--- src/rtl/banked_registers.sv ---
// Register file with NUM_BANKS copies of a banked low region plus a shared
// region holding read-only taps, a self-clearing trigger and the bank select.
module banked_registers #(
  parameter int DATA_W    = 8,
  parameter int ADDR_W    = 6,
  parameter int BANK_REGS = 16,
  parameter int NUM_REGS  = 32,
  parameter int NUM_BANKS = 4,
  parameter int RO_BASE   = 28,
  parameter int RO_NUM    = 2,
  parameter int TRIG_ADDR = 27
) (
  input  logic                                        clk,
  input  logic                                        rst,
  input  logic                                        w_enable,
  input  logic [ADDR_W-1:0]                           w_addr,
  input  logic [DATA_W-1:0]                           w_data,
  input  logic                                        hw_we,
  input  logic [ADDR_W-1:0]                           hw_addr,
  input  logic [DATA_W-1:0]                           hw_data,
  input  logic [ADDR_W-1:0]                           r_addr_a,
  input  logic [ADDR_W-1:0]                           r_addr_b,
  output logic [DATA_W-1:0]                           r_data_a,
  output logic [DATA_W-1:0]                           r_data_b,
  input  logic [RO_NUM*DATA_W-1:0]                    ro_data,
  output logic [(NUM_REGS-BANK_REGS)*DATA_W-1:0]      shared_q,
  output logic [(NUM_BANKS>1 ? $clog2(NUM_BANKS) : 1)-1:0] bank_q,
  output logic [DATA_W-1:0]                           trig_pulse,
  output logic                                        err_pulse
);

  localparam int BANK_SEL_ADDR = NUM_REGS - 1;
  localparam int SH_N = NUM_REGS - BANK_REGS;
  localparam int BW   = (NUM_BANKS > 1) ? $clog2(NUM_BANKS) : 1;
  localparam int BRW  = (BANK_REGS > 1) ? $clog2(BANK_REGS) : 1;
  localparam int SHW  = (SH_N > 1) ? $clog2(SH_N) : 1;

  if (!(BANK_REGS < RO_BASE && RO_BASE + RO_NUM <= BANK_SEL_ADDR &&
        TRIG_ADDR >= BANK_REGS && TRIG_ADDR < NUM_REGS &&
        !(TRIG_ADDR >= RO_BASE && TRIG_ADDR < RO_BASE + RO_NUM) &&
        TRIG_ADDR != BANK_SEL_ADDR && NUM_BANKS >= 1 &&
        NUM_REGS <= (1 << ADDR_W))) begin : g_bad_cfg
    $error("banked_registers: illegal parameter combination");
  end

  logic [DATA_W-1:0]            bank_mem_q [NUM_BANKS][BANK_REGS];
  logic [SH_N-1:0][DATA_W-1:0]  sh_q;
  logic                         err_q;

  int unsigned wa, ha;
  logic sw_ro, sw_bank, sw_bsel, sw_ok, hw_ok, collide, err_d;

  assign wa = 32'(w_addr);
  assign ha = 32'(hw_addr);

  always_comb begin
    sw_ro   = (wa >= RO_BASE) && (wa < RO_BASE + RO_NUM);
    sw_bank = (wa < BANK_REGS);
    sw_bsel = (wa == BANK_SEL_ADDR);
    hw_ok   = hw_we && (ha >= BANK_REGS) && (ha < NUM_REGS) && (ha != BANK_SEL_ADDR) &&
              !((ha >= RO_BASE) && (ha < RO_BASE + RO_NUM));
    collide = w_enable && hw_ok && (wa == ha);
    // A bank-select write is only legal when it names an existing bank.
    sw_ok   = w_enable && (wa < NUM_REGS) && !sw_ro && !collide &&
              !(sw_bsel && (32'(w_data) >= NUM_BANKS));
    err_d   = (w_enable && !sw_ok) || (hw_we && !hw_ok);
  end

  always_ff @(posedge clk or negedge rst) begin
    if (!rst) begin
      for (int b = 0; b < NUM_BANKS; b++)
        for (int r = 0; r < BANK_REGS; r++)
          bank_mem_q[b][r] <= '0;
      err_q <= 1'b0;
    end else begin
      if (sw_ok && sw_bank) bank_mem_q[bank_q][w_addr[BRW-1:0]] <= w_data;
      err_q <= err_d;
    end
  end

  for (genvar i = 0; i < SH_N; i++) begin : g_sh
    localparam int A = BANK_REGS + i;
    if (A >= RO_BASE && A < RO_BASE + RO_NUM) begin : g_ro
      assign sh_q[i] = ro_data[(A-RO_BASE)*DATA_W +: DATA_W];
    end else begin : g_rw
      logic [DATA_W-1:0] reg_q, reg_d;
      always_comb begin
        reg_d = (A == TRIG_ADDR) ? '0 : reg_q;
        if (hw_ok && ha == A)      reg_d = hw_data;
        else if (sw_ok && wa == A) reg_d = w_data;
      end
      always_ff @(posedge clk or negedge rst) begin
        if (!rst) reg_q <= '0;
        else      reg_q <= reg_d;
      end
      assign sh_q[i] = reg_q;
    end
  end

  assign bank_q     = sh_q[SH_N-1][BW-1:0];
  assign trig_pulse = sh_q[TRIG_ADDR-BANK_REGS];
  assign err_pulse  = err_q;
  assign shared_q   = sh_q;

  function automatic logic [DATA_W-1:0] rd_sel(input logic [ADDR_W-1:0] a);
    int unsigned ra;
    ra = 32'(a);
    rd_sel = '0;
    if (ra < BANK_REGS)     rd_sel = bank_mem_q[bank_q][a[BRW-1:0]];
    else if (ra < NUM_REGS) rd_sel = sh_q[SHW'(ra - BANK_REGS)];
  endfunction

  assign r_data_a = rd_sel(r_addr_a);
  assign r_data_b = rd_sel(r_addr_b);

endmodule

--- config.mk ---
export PLATFORM = sky130hd
export DESIGN_NAME = banked_registers
export DESIGN_NICKNAME = d
export VERILOG_FILES = /design/src/rtl/banked_registers.sv
export SDC_FILE = /design/constraint.sdc
export NUM_CORES = 1
export LEC_CHECK = 0
export BUFFER_PORTS_ARGS = -buffer_cell sky130_fd_sc_hd__buf_2
export CORE_UTILIZATION = 50
export DETAILED_ROUTE_END_ITERATION = 7
export GPL_ROUTABILITY_DRIVEN = 1
export GPL_TIMING_DRIVEN = 0
export PLACE_DENSITY = 0.65
export RECOVER_POWER = 100
export SLEW_MARGIN = 5
export SYNTH_ARGS = -nofsm -noshare
export SYNTH_HDL_FRONTEND = slang
export SYNTH_SLANG_ARGS = --single-unit
--- constraint.sdc ---
create_clock -name clk -period 3.52 [get_ports clk]
set_input_delay 0.176 -clock clk [delete_from_list [all_inputs] [get_ports clk]]
set_output_delay 0.176 -clock clk [all_outputs]
set_load 0.005 [all_outputs]
-- Word-level counts from Yosys, hierarchy flattened
Cells that the tools add are included.
- $add $sub $neg: 2
- magnitude comparators: 21
- eq/ne operators: 30
- muxes and demuxes: 50
- bitwise operators: 4
- reduce and logical (&&, ||, !) cells: 66
- operators with widths (kind ; count):
    bitwise mux 512 bit ; 1
    2-to-1 mux 128 bit ; 3
    2-to-1 mux 8 bit ; 39
    binary-select mux 128 bit (select 2 bit) ; 1
    demux 128 bit (select 2 bit) ; 1
    equality test 6 x 5 -> 1 bit (second input constant) ; 28
    binary-select mux 8 bit (select 4 bit) ; 4
    logical AND 1 bit ; 46
    demux 8 bit (select 4 bit) ; 1
    less-than comparator 6 x 5 -> 1 bit (second input constant) ; 5
    nonzero test 2 bit ; 13
    less-than comparator 6 bit (second input constant) ; 4
    greater-or-equal comparator 6 x 5 -> 1 bit (second input constant) ; 3
    greater-or-equal comparator 5 bit (second input constant) ; 3
    inverter 4 -> 5 bit ; 3
    less-than comparator 4 x 5 -> 1 bit (second input constant) ; 2
    greater-or-equal comparator 8 x 3 -> 1 bit (second input constant) ; 1
    subtractor 4 x 1 -> 4 bit (second input constant) ; 2
    equality test 6 bit ; 1
    zero test 1 bit ; 6
    inequality test 6 x 5 -> 1 bit (second input constant) ; 1
    less-than comparator 5 x 1 -> 1 bit (second input constant) ; 1
    greater-or-equal comparator 3 bit (second input constant) ; 1
    less-than comparator 3 x 1 -> 1 bit (second input constant) ; 1
    2 further kinds ; 2
- register bits after elaboration: 625
- logic and storage cells: 252

-- Logic depth before layout (Yosys ltp)
Gate-level depths: netlist of run 1.
- depth in word-level cells: 13
- mapped depth: 10
- mapped depth without buffers: 5

-- Worst setup path before layout of run 1
Ideal clock, no wire load.
- path kind: reg2out
- from: reg g_sh[15].g_rw.reg_q[1]
- to: out r_data_a[5]
- data arrival time: 2.139 ns
- path slack: 1.205 ns
- cell stages (with the launch flop): 9
- path buffers: 3
- cells stage by stage: dfrtp_1 -> buf_2 -> buf_2 -> buf_2 -> mux4_2 -> a22oi_1 -> nand3_1 -> a32oi_1 -> o311ai_0
- word-level cells in the longest chain between the ends: 8
- RTL lines (item ; RTL line ; RTL):
    start, declared ; 86 ; logic [DATA_W-1:0] reg_q, reg_d;
    start signal, assigned ; 94 ; else reg_q <= reg_d;
    inverter 2 -> 3 bit (not written as such) ; 109 ; if (ra < BANK_REGS) rd_sel = bank_mem_q[bank_q][a[BRW-1:0]];
    binary-select mux 128 bit (select 2 bit) ; 109 ;
    2-to-1 mux 128 bit (not written as such) (2 in series) ; 109 ;
    binary-select mux 8 bit (select 4 bit) ; 109 ;
    2-to-1 mux 8 bit (not written as such) (2 in series) ; 109 ;
    2-to-1 mux 8 bit ; 109 ;
    end, declared ; 23 ; output logic [DATA_W-1:0] r_data_a,
Every way passes these cells. The select of a mux whose other input is x is not followed.

-- Worst setup path after layout of run 1
- from: in r_addr_a[1]
- to: out r_data_a[0]
- word-level cells in the longest chain between the ends: 5
- elaborated cells on any way between the ends: 11
- classes of those cells: 1 x add/sub; 2 x order compare; 7 x mux; 1 x bitwise
- RTL lines (item ; RTL line ; RTL):
    start, declared ; 21 ; input logic [ADDR_W-1:0] r_addr_a,
    subtractor 4 x 1 -> 4 bit or inverter 4 -> 5 bit (tied branches) ; 110, 109 ;
    binary-select mux 8 bit (select 4 bit) (on tied branches) ; 110, 109 ;
    2-to-1 mux 8 bit (on tied branches) (2 in series) ; 110, 109 ;
    2-to-1 mux 8 bit * ; 109 ;
Mark *: on every way between the ends. The rest lies on a longest branch, timed or not. The select of a mux whose other input is x is not followed.

==> results of run 1 <==
## layer usage
| metal | global-route usage [%] | part of all wire, % | vias up |
|---|---|---|---|
| met2 | 62.4 | 41 | 2336 |
| met5 | 0 | 0.063 | - |
| met3 | 18.1 | 14 | 543 |
| met4 | 26.2 | 6.7 | 16 |
| li1 | - | - | 10600 |
| met1 | 63.5 | 38 | 15100 |
## through the flow
step           power [mW]  instance area, um^2  hold WS, ns
2_1_floorplan        10.4                35000       -0.120
3_3_place_gp         12.5                37200        0.468
3_5_place_dp         12.6                37400        0.238
4_1_cts              20.7                40700        0.147
5_1_grt              21.4                41000        0.189
6_report             21.1                41000        0.155
## cells by family after synthesis
| family | Yosys count | share of synthesized area, % |
|---|---|---|
| compound gates | 316 | 5.86 |
| xor+xnor | 6 | 0.150 |
| buf+inv | 266 | 3.63 |
| flops | 625 | 44.7 |
| mux | 938 | 39.2 |
| simple gates | 446 | 6.51 |
## worst max-delay path, cell delays in order
cell and delay [ns]:
clkbuf_1 0.23, clkbuf_4 0.38, inv_1 0.34, clkbuf_1 0.98, mux2i_1 0.24, a221o_1 0.47
o211ai_1 0.44, buf_2 0.20
## how the worst max path moves through the flow
stage,cells after the start,slack (ns),start,end
global route,10,-0.03,r_addr_b[0],r_data_b[1]
finish,8,-0.13,r_addr_a[1],r_data_a[0]
global placement,1,-10.73,rst,bank_mem_q[162]
CTS,9,-0.004,g_sh[15].g_rw.reg_q[1],r_data_a[1]
floorplan,8,1.21,g_sh[15].g_rw.reg_q[1],r_data_a[5]
detailed placement,8,-0.85,g_sh[15].g_rw.reg_q[0],r_data_a[5]
## cell type report
type / count / area share (%)
timing repair buffer: 234 / 3.37
tap: 931 / 2.84
sequential: 625 / 38.2
clock buffer: 103 / 5.15
buffer: 262 / 4.40
clock inverter: 27 / 0.864
multi-input combinational: 1706 / 45.1
inverter: 3 / 0.0275
antenna: 4 / 0.0244
## timing repair
action	CTS	global route
pin swaps	5	4
setup buffers	1	12
endpoints found under the hold margin	117	0
gates resized for setup	192	36
hold buffers	11	0
setup endpoints to repair	48	27
## power breakdown
group          internal (mW)  switching [mW]  total [mW]
registers               7.71           0.729        8.44
clock network           4.59            3.38        7.97
logic                   1.96            2.70        4.66
## placed cells by master (no fill, tap or decap), types with 9 or more instances in the layout
cell / instances
dfrtp_1: 624
mux2_2: 424
mux4_2: 292
buf_2: 210
clkbuf_1: 169
nor2_1: 125
nand3_1: 121
mux2_1: 118
o21ai_0: 104
a31oi_1: 97
nand2_1: 77
mux2i_1: 76
clkbuf_16: 73
buf_4: 43
buf_12: 25
nor2b_1: 22
nand2_2: 22
a22oi_1: 21
mux2i_4: 17
clkbuf_8: 17
a21oi_1: 13
nor3_1: 13
clkinv_2: 13
mux2i_2: 11
dlygate4sd3_1: 11
a22o_1: 10
clkbuf_2: 10
buf_6: 10
nand2b_1: 10
nand2_4: 10
buf_1: 9
buf_16: 9
## state kept, by name, summed over array words and instances (netlist names)
| name | count |
|---|---|
| bank_mem_q | 512 |
| err_pulse | 1 |
| g_sh.g_rw.reg_q | 104 |
| trig_pulse | 8 |
==> metrics.cfg, run 1 <==
[run_status]
status=finished, violations left
violations=max-capacitance violations, max-slew violations, negative setup slack

[sta]
setup_ws_ns=-0.128
setup_tns_ns=-0.521
relSlewSlack_pct=-66.3
worst_slew_pin_slew_ns=2.49
maxSlewViolCount=115
finalCritPeriodShare_pct=104
period_minus_slack_ns=3.65
fmax_ghz=0.274
fin_skew_ns=0.0245
finalHoldViolCount=0
rsz0062_at_grt=yes
finalSetupViolCount=11

[drt]
antenna_left=0
detail_route.wirelength_um=164000
wl_per_cell_um=42.0
drtPass1Iterations=6
vias_per_cell=7.36
num_vias=28600
drc=0
drt-initial-drc-count=4590

[clock_network]
cts_tree=built
clk_latency_ns=0.65
root_buffer=clkbuf_16
clock-sinks=625
htree_levels=3
path_clk_slew_ns=0.06
numCtsBuffers=73
clockBufferDepth=3

[synthesis]
ys_top_cells_by_count=dfrtp_1, mux2_2, mux4_2
synth-seq-cells=625
synth.top_cell.area_share_pct=44.7
yosysMostFrequentCell=dfrtp_1
syn_area_um2=35000
synth_nets=2657
yosys_most_used_dff=dfrtp_1
ys_seq_area_share_pct=44.7
avgSynthCellArea_um2=13.5
synthArstFlopShare_pct=100
yosys.area.top_type=dfrtp_1
synthCells=2597
yosysWarningCount=0
synth_edf_count=0
synth_cell_types=64
synthTopCellsByArea=dfrtp_1, mux4_2, mux2_2

[finish]
final_cells=3895
area_growth_pct=17.0
multi_input_area_um2=18500
nFillCells=5686
regArea_um2=15600
drive_above_1_share_pct=42.5
final_core_util_pct=59.4
finalNetCount=2965

[die]
num_rows=96
dieHeight_um=267
start_util_pct=50.8
die_width_um=267
dieArea_um2=71100
core_region_area_um2=68900
io_pins=215

[placement]
dp.cells=3738
dp_hpwl_um=118000
pre_cts_slack_ns=-0.853
numPortBuffers=203
gp_congestion=1.08

[pwr]
powerDensity_nw_per_um2=514
p_leak_nw=18.3
vdd.ir_drop.worst_mv=0.421

[critical_path]
critPathKind=input port to output pin
critPathLaunchType=input port
crit_arrival_ns=3.47
cp.required_ns=3.34
worst-r2r-cell-count=8
timing.rr.end=bank_mem_q[176]
cp-end-kind=output pin
worst-r2r-setup-slack_ns=0.07
r2r-start=g_sh[15].g_rw.reg_q[1]
worstPathMaxFanout=10

[global_routing]
antenna_found_initial=15
grt_start_max_net_pins=116
grt_overflow=0
grt_pass1_wl_um=223000
first_global_vias=27700
track_usage_pct=46.3

[min_path]
hold_path_class=input port to flop
hold_path_end=g_sh[7].g_rw.reg_q[2]
holdCritStartpoint=hw_addr[0]
worst_hold_path.num_cells=4

[run]
maxCapViolations=3

Power figures use the tool's default switching activity.
==> run 2: changes to the inputs <==
--- a/config.mk
+++ b/config.mk
@@ -12,6 +12,7 @@
 export GPL_TIMING_DRIVEN = 0
 export PLACE_DENSITY = 0.65
 export RECOVER_POWER = 100
+export REMOVE_ABC_BUFFERS = 1
 export SLEW_MARGIN = 5
 export SYNTH_ARGS = -nofsm -noshare
 export SYNTH_HDL_FRONTEND = slang
==> run 2 against run 1 <==
Against the previous run: the run ends with design-rule violations, max-capacitance violations, max-slew violations, negative setup slack left; final area fell by 2.8%; clock skew fell by 0.012 ns; sequential power fell by 2%; utilization fell by 1.7 points; routed wire length fell by 29%; hold slack got worse by 0.093 ns; flip-flop and latch count did not move; sequential share of layout area rose by 1.1 points; combinational power fell by 15%; clock-buffer cell count fell by 2; critical path depth did not move; die area did not move; largest cell class unchanged.
==> metrics.cfg, run 2 (same netlist as run 1, synthesis figures left out) <==
[run_status]
status=finished, violations left  ; unchanged
violations=design-rule violations, max-capacitance violations, max-slew violations, negative setup slack  ; was max-capacitance violations, max-slew violations, negative setup slack

[sta]
fmax_ghz=0.278  ; was 0.274 GHz
finalSetupViolCount=4  ; was 11
period_minus_slack_ns=3.59  ; was 3.65 ns
relSlewSlack_pct=-45.2  ; was -66.3%
setup_ws_ns=-0.0733  ; was -0.128 ns
worst_slew_pin_slew_ns=2.18  ; was 2.49 ns
maxSlewViolCount=97  ; was 115
fin_skew_ns=0.0125  ; was 0.0245 ns
finalHoldViolCount=0  ; unchanged
rsz0062_at_grt=yes  ; unchanged
finalCritPeriodShare_pct=102  ; was 104%
whs_ns=0.0627  ; was 0.155 ns

[finish]
final_common_cell=dfrtp_1  ; unchanged
finalNetCount=2739  ; was 2,965
final_cell_mix=dfrtp_1, mux2_2, mux4_2, buf_2, nor2_1  ; was dfrtp_1, mux2_2, mux4_2, buf_2, clkbuf_1
regArea_um2=15600  ; about the same
nFillCells=5608  ; was 5,686
drive_above_1_share_pct=41.1  ; was 42.5%
largest_register_ffs=512  ; unchanged
multi_input_area_um2=18400  ; was 18,500 um^2
area_growth_pct=13.7  ; was 17.0%
top_register=bank_mem_q  ; unchanged

[pwr]
vdd.ir_drop.worst_mv=0.417  ; was 0.421 mV
powerDensity_nw_per_um2=501  ; was 514 nW/um^2
p_leak_nw=17.6  ; was 18.3 nW

[global_routing]
grt_overflow=0  ; unchanged
antenna_found_initial=8  ; was 15
use_met1_pct=46.0  ; was 63.5%
grt_start_max_net_pins=119  ; was 116
grt_busiest_layer=met2  ; was met1
grt.met2_usage_pct=50.0  ; was 62.4%
track_usage_pct=33.0  ; was 46.3%
grt_pass1_wl_um=172000  ; was 223,000 um
met3_usage_pct=7.78  ; was 18.1%
first_global_vias=25200  ; was 27.7k

[clock_network]
clock-sinks=625  ; unchanged
clk_latency_ns=0.62  ; was 0.65 ns
root_buffer=clkbuf_16  ; unchanged
clockBufferDepth=3  ; unchanged
htree_levels=3  ; unchanged
cts_tree=built  ; unchanged
path_clk_slew_ns=0.06  ; about the same
numCtsBuffers=69  ; was 73

[run]
maxCapViolations=2  ; was 3

[drt]
antenna_left=0  ; unchanged
detail_route.wirelength_um=116000  ; was 164,000 um
drc=4  ; was 0
drtPass1Iterations=8  ; was 6
drt-initial-drc-count=3075  ; was 4,590
wl_per_cell_um=31.6  ; was 42.0 um
num_vias=25200  ; was 28.6k
vias_per_cell=6.87  ; was 7.36

[critical_path]
critPathLaunchType=flop  ; was input port
crit_arrival_ns=3.42  ; was 3.47 ns
critPathKind=flop to output pin  ; was input port to output pin
cp-end-kind=output pin  ; unchanged
cp.required_ns=3.34  ; about the same
r2r-start=g_sh[15].g_rw.reg_q[0]  ; was g_sh[15].g_rw.reg_q[1]
startpoint=g_sh[15].g_rw.reg_q[0]  ; was r_addr_a[1]
worstPathMaxFanout=11  ; was 10

[die]
die_width_um=267  ; unchanged
io_pins=215  ; unchanged
dieArea_um2=71100  ; unchanged
start_util_pct=50.8  ; unchanged
dieHeight_um=267  ; unchanged
core_region_area_um2=68900  ; unchanged
num_rows=96  ; unchanged

[min_path]
hold_path_class=input port to flop  ; unchanged
holdCritStartpoint=hw_data[3]  ; was hw_addr[0]

[placement]
numPortBuffers=214  ; was 203
dp_hpwl_um=77100  ; was 118,000 um
pre_cts_slack_ns=-0.652  ; was -0.853 ns
gp_congestion=0.988  ; was 1.08

## run 2: worst max-delay path, stage by stage, from the launching register on
cell	delay, ns
dfrtp_4	0.44
buf_4	0.24
buf_16	0.20
mux4_2	0.57
mux2_2	0.33
o31ai_1	0.21
a221o_1	0.30
o211ai_1	0.28
buf_2	0.22
## run 2: final cells by class
cell class                 count  share of cell area [%]
inverter                       3                  0.0283
clock buffer                 101                    5.10
timing repair buffer         274                    5.48
multi-input combinational   1706                    46.2
sequential                   625                    39.3
clock inverter                23                   0.940
antenna                        5                  0.0314
tap                          931                    2.93
## run 2: stage by stage
stage | instances | total power [mW] | utilization [%] | TNS, ns | cell area, um^2
global placement | 3479 | 12.1 | 52.2 | - | 36000
floorplan | 2334 | 10.3 | - | -2874.85 | 33800
finish | 3668 | 20.0 | 57.8 | -0.194 | 39800
CTS | 3661 | 20.0 | 57.7 | -0.165 | 39800
global route | 3667 | 20.6 | 57.7 | -7.69 | 39800
detailed placement | 3517 | 12.1 | 53.6 | -101.28 | 36900
## run 2: what timing repair did
action	4_1_cts	5_1_grt
pin swaps	2	5
resized for setup	32	20
gates cloned	4	2
hold buffers	7	0
setup endpoints to repair	323	11
endpoints found under the hold margin	112	0
buffers inserted	9	0
## run 2: routing by layer
metal | part of all wire, % | routed length [um]
met5 | 0.016 | 18
met4 | 4.4 | 5080
met3 | 9.5 | 11000
met2 | 46 | 53400
met1 | 40 | 46400
## run 2: worst paths after layout
kind / endpoint / slack [ns] / cells past startpoint
worst max-delay path: r_data_b[7] / -0.07 / 8
worst min-delay path: g_sh[0].g_rw.reg_q[3] / 0.06 / 3
worst max register to register: bank_mem_q[412] / 0.04 / 8
worst min register to register: bank_mem_q[189] / 0.49 / 1
max in group asynchronous: bank_mem_q[372] / 0.45 / 4
min in group asynchronous: bank_mem_q[470] / 0.72 / 2
## run 2: report_power, final
part	internal [mW]	switching (mW)	total (mW)
registers	7.72	0.559	8.27
clock network	4.67	3.05	7.72
logic	1.80	2.17	3.97
total	14.2	5.78	20.0
